### src/rtl/mips_pkg.sv
`default_nettype none
// ============================================================================
//  Module      : mips_pkg
//  Description : MIPS opcode constants, instruction field positions and
//                decode helpers shared by the decode stage.
//  Revision    : 1.0 - initial release
// ============================================================================
package mips_pkg;

    localparam logic [5:0] OP_RTYPE = 6'h00;
    localparam logic [5:0] OP_J     = 6'h02;
    localparam logic [5:0] OP_JAL   = 6'h03;
    localparam logic [5:0] OP_BEQ   = 6'h04;
    localparam logic [5:0] OP_BNE   = 6'h05;
    localparam logic [5:0] OP_ANDI  = 6'h0C;
    localparam logic [5:0] OP_ORI   = 6'h0D;
    localparam logic [5:0] OP_XORI  = 6'h0E;
    localparam logic [5:0] OP_LUI   = 6'h0F;
    localparam logic [5:0] OP_LW    = 6'h23;
    localparam logic [5:0] OP_SW    = 6'h2B;

    localparam int OPCODE_LSB = 26;
    localparam int RS_LSB     = 21;
    localparam int RT_LSB     = 16;
    localparam int RD_LSB     = 11;
    localparam int SHAMT_LSB  = 6;
    localparam int FUNCT_LSB  = 0;
    localparam int IMM_LSB    = 0;

    typedef enum logic [1:0] {
        IMM_SIGN  = 2'd0,
        IMM_ZERO  = 2'd1,
        IMM_UPPER = 2'd2
    } imm_mode_e;

    function automatic imm_mode_e imm_mode(input logic [5:0] op);
        imm_mode_e mode;
        mode = IMM_SIGN;
        case (op)
            OP_ANDI, OP_ORI, OP_XORI: mode = IMM_ZERO;
            OP_LUI:                   mode = IMM_UPPER;
            default:                  mode = IMM_SIGN;
        endcase
        return mode;
    endfunction

    function automatic logic uses_rs(input logic [5:0] op);
        return !((op == OP_LUI) || (op == OP_J) || (op == OP_JAL));
    endfunction

    function automatic logic uses_rt(input logic [5:0] op);
        return (op == OP_RTYPE) || (op == OP_SW) || (op == OP_BEQ) || (op == OP_BNE);
    endfunction

endpackage
`default_nettype wire

### src/rtl/bypass_register_file.sv
`default_nettype none
// ============================================================================
//  Module      : bypass_register_file
//  Description : Register file with two combinational read ports that forward
//                a same-cycle write-back, and one synchronous write port.
//  Revision    : 1.0 - initial release
// ============================================================================
module bypass_register_file
    import mips_pkg::*;
#(
    parameter int  DATA_WIDTH = 32,
    parameter int  REG_COUNT  = 32,
    localparam int RI         = $clog2(REG_COUNT)
) (
    input  logic                  clock_i,
    input  logic                  reset_i,
    input  logic                  wb_enable_i,
    input  logic [RI-1:0]         wb_index_i,
    input  logic [DATA_WIDTH-1:0] wb_data_i,
    input  logic [RI-1:0]         rd_index_1_i,
    output logic [DATA_WIDTH-1:0] rd_data_1_o,
    input  logic [RI-1:0]         rd_index_2_i,
    output logic [DATA_WIDTH-1:0] rd_data_2_o
);

    logic [DATA_WIDTH-1:0] regs_q [REG_COUNT];

    // Entry 0 is never written, so it stays at its reset value of zero.
    always_ff @(posedge clock_i or posedge reset_i) begin
        if (reset_i) begin
            for (int i = 0; i < REG_COUNT; i++) begin
                regs_q[i] <= '0;
            end
        end else if (wb_enable_i && (wb_index_i != '0)) begin
            regs_q[wb_index_i] <= wb_data_i;
        end
    end

    assign rd_data_1_o = (rd_index_1_i == '0) ? '0 :
                         (wb_enable_i && (wb_index_i == rd_index_1_i)) ? wb_data_i :
                         regs_q[rd_index_1_i];

    assign rd_data_2_o = (rd_index_2_i == '0) ? '0 :
                         (wb_enable_i && (wb_index_i == rd_index_2_i)) ? wb_data_i :
                         regs_q[rd_index_2_i];

endmodule
`default_nettype wire

### src/rtl/pipelined_decode_stage.sv
`default_nettype none
// ============================================================================
//  Module      : pipelined_decode_stage
//  Description : MIPS decode stage: field extraction, immediate extension,
//                load-use hazard bubbles and a valid/ready output register.
//  Revision    : 1.0 - initial release
// ============================================================================
module pipelined_decode_stage
    import mips_pkg::*;
#(
    parameter int  DATA_WIDTH      = 32,
    parameter int  REG_COUNT       = 32,
    parameter int  STALL_CNT_WIDTH = 16,
    localparam int RI              = $clog2(REG_COUNT)
) (
    input  logic                       clock_i,
    input  logic                       reset_i,
    input  logic                       in_valid_i,
    output logic                       in_ready_o,
    input  logic [31:0]                in_instruction_i,
    input  logic                       flush_i,
    input  logic                       wb_enable_i,
    input  logic [RI-1:0]              wb_index_i,
    input  logic [DATA_WIDTH-1:0]      wb_data_i,
    output logic                       out_valid_o,
    input  logic                       out_ready_i,
    output logic [5:0]                 out_opcode_o,
    output logic [5:0]                 out_funct_o,
    output logic [RI-1:0]              out_rs_o,
    output logic [RI-1:0]              out_rt_o,
    output logic [RI-1:0]              out_rd_o,
    output logic [4:0]                 out_shamt_o,
    output logic [DATA_WIDTH-1:0]      out_read_data_1_o,
    output logic [DATA_WIDTH-1:0]      out_read_data_2_o,
    output logic [DATA_WIDTH-1:0]      out_immediate_o,
    output logic                       out_is_load_o,
    output logic [STALL_CNT_WIDTH-1:0] stall_count_o
);

    logic [5:0]            dec_opcode, dec_funct;
    logic [RI-1:0]         dec_rs, dec_rt, dec_rd;
    logic [4:0]            dec_shamt;
    logic [15:0]           dec_imm16;
    logic [DATA_WIDTH-1:0] dec_imm, dec_rdata_1, dec_rdata_2;
    logic                  hazard;

    logic                       out_valid_q, out_valid_d;
    logic [5:0]                 out_opcode_q, out_opcode_d, out_funct_q, out_funct_d;
    logic [RI-1:0]              out_rs_q, out_rs_d, out_rt_q, out_rt_d, out_rd_q, out_rd_d;
    logic [4:0]                 out_shamt_q, out_shamt_d;
    logic [DATA_WIDTH-1:0]      out_rdata_1_q, out_rdata_1_d, out_rdata_2_q, out_rdata_2_d;
    logic [DATA_WIDTH-1:0]      out_imm_q, out_imm_d;
    logic                       out_is_load_q, out_is_load_d;
    logic [STALL_CNT_WIDTH-1:0] stall_count_q, stall_count_d;

    assign dec_opcode = in_instruction_i[OPCODE_LSB +: 6];
    assign dec_funct  = in_instruction_i[FUNCT_LSB +: 6];
    assign dec_rs     = in_instruction_i[RS_LSB +: RI];
    assign dec_rt     = in_instruction_i[RT_LSB +: RI];
    assign dec_rd     = in_instruction_i[RD_LSB +: RI];
    assign dec_shamt  = in_instruction_i[SHAMT_LSB +: 5];
    assign dec_imm16  = in_instruction_i[IMM_LSB +: 16];

    always_comb begin
        dec_imm = DATA_WIDTH'($signed(dec_imm16));
        case (imm_mode(dec_opcode))
            IMM_ZERO:  dec_imm = DATA_WIDTH'(dec_imm16);
            IMM_UPPER: dec_imm = DATA_WIDTH'($signed({dec_imm16, 16'h0000}));
            default:   dec_imm = DATA_WIDTH'($signed(dec_imm16));
        endcase
    end

    bypass_register_file #(
        .DATA_WIDTH (DATA_WIDTH),
        .REG_COUNT  (REG_COUNT)
    ) u_regfile (
        .clock_i      (clock_i),
        .reset_i      (reset_i),
        .wb_enable_i  (wb_enable_i),
        .wb_index_i   (wb_index_i),
        .wb_data_i    (wb_data_i),
        .rd_index_1_i (dec_rs),
        .rd_data_1_o  (dec_rdata_1),
        .rd_index_2_i (dec_rt),
        .rd_data_2_o  (dec_rdata_2)
    );

    assign hazard = out_valid_q && out_is_load_q && (out_rt_q != '0) && in_valid_i &&
                    ((uses_rs(dec_opcode) && (dec_rs == out_rt_q)) ||
                     (uses_rt(dec_opcode) && (dec_rt == out_rt_q)));

    assign in_ready_o = flush_i || (!hazard && (!out_valid_q || out_ready_i));

    always_comb begin
        out_valid_d   = out_valid_q;
        out_opcode_d  = out_opcode_q;
        out_funct_d   = out_funct_q;
        out_rs_d      = out_rs_q;
        out_rt_d      = out_rt_q;
        out_rd_d      = out_rd_q;
        out_shamt_d   = out_shamt_q;
        out_rdata_1_d = out_rdata_1_q;
        out_rdata_2_d = out_rdata_2_q;
        out_imm_d     = out_imm_q;
        out_is_load_d = out_is_load_q;
        stall_count_d = stall_count_q;

        if (flush_i) begin
            out_valid_d = 1'b0;
        end else if (hazard && out_ready_i) begin
            // Bubble: the dependent instruction waits one cycle at the input.
            out_valid_d = 1'b0;
            if (stall_count_q != {STALL_CNT_WIDTH{1'b1}}) begin
                stall_count_d = stall_count_q + STALL_CNT_WIDTH'(1);
            end
        end else if (in_valid_i && in_ready_o) begin
            out_valid_d   = 1'b1;
            out_opcode_d  = dec_opcode;
            out_funct_d   = dec_funct;
            out_rs_d      = dec_rs;
            out_rt_d      = dec_rt;
            out_rd_d      = dec_rd;
            out_shamt_d   = dec_shamt;
            out_rdata_1_d = dec_rdata_1;
            out_rdata_2_d = dec_rdata_2;
            out_imm_d     = dec_imm;
            out_is_load_d = (dec_opcode == OP_LW);
        end else if (out_ready_i) begin
            out_valid_d = 1'b0;
        end
    end

    always_ff @(posedge clock_i or posedge reset_i) begin
        if (reset_i) begin
            out_valid_q   <= 1'b0;
            out_opcode_q  <= '0;
            out_funct_q   <= '0;
            out_rs_q      <= '0;
            out_rt_q      <= '0;
            out_rd_q      <= '0;
            out_shamt_q   <= '0;
            out_rdata_1_q <= '0;
            out_rdata_2_q <= '0;
            out_imm_q     <= '0;
            out_is_load_q <= 1'b0;
            stall_count_q <= '0;
        end else begin
            out_valid_q   <= out_valid_d;
            out_opcode_q  <= out_opcode_d;
            out_funct_q   <= out_funct_d;
            out_rs_q      <= out_rs_d;
            out_rt_q      <= out_rt_d;
            out_rd_q      <= out_rd_d;
            out_shamt_q   <= out_shamt_d;
            out_rdata_1_q <= out_rdata_1_d;
            out_rdata_2_q <= out_rdata_2_d;
            out_imm_q     <= out_imm_d;
            out_is_load_q <= out_is_load_d;
            stall_count_q <= stall_count_d;
        end
    end

    assign out_valid_o       = out_valid_q;
    assign out_opcode_o      = out_opcode_q;
    assign out_funct_o       = out_funct_q;
    assign out_rs_o          = out_rs_q;
    assign out_rt_o          = out_rt_q;
    assign out_rd_o          = out_rd_q;
    assign out_shamt_o       = out_shamt_q;
    assign out_read_data_1_o = out_rdata_1_q;
    assign out_read_data_2_o = out_rdata_2_q;
    assign out_immediate_o   = out_imm_q;
    assign out_is_load_o     = out_is_load_q;
    assign stall_count_o     = stall_count_q;

endmodule
`default_nettype wire
### config.mk
export PLATFORM = sky130hd
export DESIGN_NAME = pipelined_decode_stage
export DESIGN_NICKNAME = d
export VERILOG_FILES = /design/src/rtl/mips_pkg.sv /design/src/rtl/bypass_register_file.sv /design/src/rtl/pipelined_decode_stage.sv
export SDC_FILE = /design/constraint.sdc
export NUM_CORES = 2
export LEC_CHECK = 0
export ABC_CLOCK_PERIOD_IN_PS = 82600
export BUFFER_PORTS_ARGS = -buffer_cell sky130_fd_sc_hd__buf_2
export CAP_MARGIN = 25
export CORE_MARGIN = 2
export CORE_UTILIZATION = 67
export DETAILED_ROUTE_END_ITERATION = 12
export PLACE_DENSITY = 0.89
export SLEW_MARGIN = 5
export SYNTH_ARGS = -nofsm -noshare
export SYNTH_HDL_FRONTEND = slang
export SYNTH_SLANG_ARGS = --single-unit
### constraint.sdc
create_clock -name clock_i -period 82.6 [get_ports clock_i]
set_input_delay 8.26 -clock clock_i [delete_from_list [all_inputs] [get_ports clock_i]]
set_output_delay 8.26 -clock clock_i [all_outputs]
set_load 0.03 [all_outputs]
==> summary.txt <==
Run status
  • Status: completed

Synthesis
  • Dominant cells by area after synthesis: dfrtp_1, mux2_2, mux4_2, a22oi_1, clkbuf_1
  • Gate count of the mapped netlist: 4018
  • Synth Flop Type: dfrtp_1
  • Summed instance area of the synthesized netlist: 0.0595 sq mm
  • Netlist cell types: 42
  • Fraction of post-synthesis cell area in the top cell type by area: 0.492
  • Fraction of the yosys area taken by sequential cells: 0.492
  • Yosys top cell by area: dfrtp_1
  • Post-synthesis async set-or-reset flop share: 1.00
  • Register bit total from synthesis: 1170
  • Total of warnings raised by yosys: 0
  • Post-Synthesis Mean Instance Area: 14.8 sq um
  • Count of flip-flops with a built-in enable after synthesis: 0
  • Syn_nets: 4096

Clock network
  • Clock sinks: 1170
  • Clock-pin slew on the worst setup and hold paths: 0.06 ns
  • Root buf cell: clkbuf_16
  • Worst-skew pair later-pin latency: 0.72 ns
  • CTS tree: built
  • Count of cells resized by post-cts repair: 0
  • CTS hold repair buffers: 0
  • Total number of H-tree levels: 3
  • Count of buffers added by post-CTS timing repair for setup: 0
  • Number of buffers on the longest clock path: 3
  • CTS Buf Count: 118

Timing
  • Worst-margin pin slew: 1.19 ns
  • Final Setup Violations: 0
  • Max-slew headroom at the worst pin: 0.208
  • RSZ-0062 raised after global routing: false
  • Final critical path time including I/O delays and setup: 18.48 ns
  • Timing-limited maximum frequency: 54.1 MHz
  • Final hold violation count: 0
  • Count of final max-slew check failures: 0
  • Post-Route Skew: 0.0413 ns
  • Final setup TNS: 0 ns
  • Worst hold slack after final layout: 0.398 ns
  • Final critical-path share of the clock period: 0.224

Finish
  • Layout Area Growth over Synthesis: 10.2%
  • Commonest cells after routing, fill and taps aside: dfrtp_1, mux2_2, mux4_2
  • Commonest non-fill, non-tap cell in the layout: dfrtp_1
  • Share of layout cells above drive strength 1: 0.513
  • Share of the core filled with cells: 0.743
  • Final layout net count: 4061

Worst setup path
  • CP Data Required Time: 74.34 ns
  • Cell at the slowest stage of the critical path: nor4_1
  • Sort of element at the end of the critical path: output port
  • Arrival time of data at the critical path endpoint: 10.22 ns
  • Critical path depth in cells: 7
  • Worst Reg-to-Reg Cells: 7
  • CP max stage delay: 0.56 ns
  • Crit path max-delay family: simple AND/OR/NAND/NOR gates
  • Worst path cell trace: buf_8, xnor2_1, o211ai_1, nor4_1, nor2_1, a21o_1, buf_2
  • Critical Setup Path Class: primary input to output port
  • Buf+Inv Stages, Crit Path: 2
  • Largest fanout on the critical path: 64
  • Startpoint types: primary input

Drt
  • Met2 Wirelength: 80800 um
  • Routed Wire Length: 171000 um
  • DR DRC count: 0
  • Highest signal layer in the routed design: met5
  • Drt first pass iters: 7
  • Antenna Nets Post-Route: 0
  • Met3 wirelength from detailed routing: 20300 um
  • Vias/cell: 7.69
  • WL met1: 60100 um
  • Post-detailed-route wirelength per cell: 32.6 um
  • Iter 0 DRT Violations: 5656
  • DR vias: 40.4k

Global routing
  • Via count of the first global-routing pass: 42.0k
  • Largest net degree at the start of global routing: 177
  • Wire length of the first global-routing pass: 258000 um
  • Tot GR Track Use: 0.379
  • Leftover overflow at the end of global routing: 0
  • Number of antenna violations at the first check in global routing: 2

Min path
  • Worst min-delay path category: register to register
  • Hold Path Stages: 0

Power and ir drop
  • Leakage: 28.5 nW
  • PD cells: 25.7 mW/mm^2
  • Peak supply drop: 21.6 uV

Floorplanning
  • Number of cell rows: 109
  • Core ar.: 0.0882 sq mm
  • Vertical die dimension: 302 um
  • Number of I/O pins: 222
  • Die Outline Area: 0.0912 sq mm
  • Effective utilization at floorplan: 0.674
  • DIE WIDTH: 302 um

Place
  • Routability congestion estimate from global placement: 0.846
  • Port-buffer cells: 221
  • Half-perimeter wire length of the detailed placement result: 89400 um

Flow run
  • Max Cap Viol: 0
==> sequential cells by signal, summed over array words and instances, names as in the netlist <==
signal             cells
out_funct_o            6
out_immediate_o       32
out_is_load_o          1
out_opcode_o           6
out_rd_o               5
out_read_data_1_o     32
out_read_data_2_o     32
out_rs_o               5
out_rt_o               5
out_shamt_o            5
out_valid_o            1
stall_count_o         16
u_regfile.regs_q    1024
==> report_power, final <==
part / switching [mW] / internal (mW)
clock network: 0.235 / 0.336
logic: 0.155 / 0.190
registers: 0.0848 / 0.681
==> per-stage QoR <==
step	setup WS (ns)	cells	area [sq um]	total power, mW
floorplan	41.38	4018	59500	1.01
global placement	64.21	5017	61100	1.07
detailed placement	64.18	5021	61200	1.10
CTS	64.17	5243	65400	1.67
global route	64.04	5250	65600	1.74
finish	64.12	5251	65600	1.68
==> final cells by class <==
cell class                 count  area [sq um]
clock inverter                52           687
clock buffer                 170          3480
timing repair buffer         305          2040
tap                         1165          1460
sequential                  1170         29300
multi-input combinational   2384         28600
inverter                       4          22.5
fill                        4864         22700
antenna                        1          2.50
==> logic make-up (layout without fill, tap and decap cells) <==
family	after synthesis	in the layout	synth area share
and+or+nand+nor	303	303	0.0240
AOI/OAI and AO/OA	506	506	0.0592
other	0	1	0
adders and majority gates	3	3	0.000631
buffers and inverters	464	531	0.0311
DFF	1170	1170	0.492
xor gates and xnor gates	35	35	0.00515
muxes	1537	1537	0.388
==> cells in the mapped netlist (all sizes together), types with 6 or more instances <==
library cell and count:
a22oi 256, mux4 512, a221o 64, xnor2 18, dfrtp 1170, clkbuf 315
xor2 17, buf 145, nor2 27, nand3 15, nor2b 7, a21oi 146
nor3 71, nand2 138, o21ai 35, nor3b 6, mux2 1025
==> routing by layer <==
metal,track usage,vias to the layer above
li1,-,15500
met5,0,-
met4,0.209,2
met3,0.105,739
met2,0.578,3011
met1,0.503,21100
==> final timing paths <==
path | startpoint | endpoint | slack, ns
worst max-delay path | in_instruction_i[23] | in_ready_o | 64.12
worst min-delay path | u_regfile.regs_q[1001]$_DFFE_PP0P_ | u_regfile.regs_q[1001]$_DFFE_PP0P_ | 0.40
worst max register to register | out_rt_o[4]$_DFFE_PP0P_ | out_shamt_o[0]$_DFFE_PP0P_ | 78.91
worst min register to register | u_regfile.regs_q[1001]$_DFFE_PP0P_ | u_regfile.regs_q[1001]$_DFFE_PP0P_ | 0.40
max in group asynchronous | reset_i | u_regfile.regs_q[302]$_DFFE_PP0P_ | 71.34
min in group asynchronous | reset_i | out_funct_o[3]$_DFFE_PP0P_ | 7.68
(Power assumes the default switching activity.)
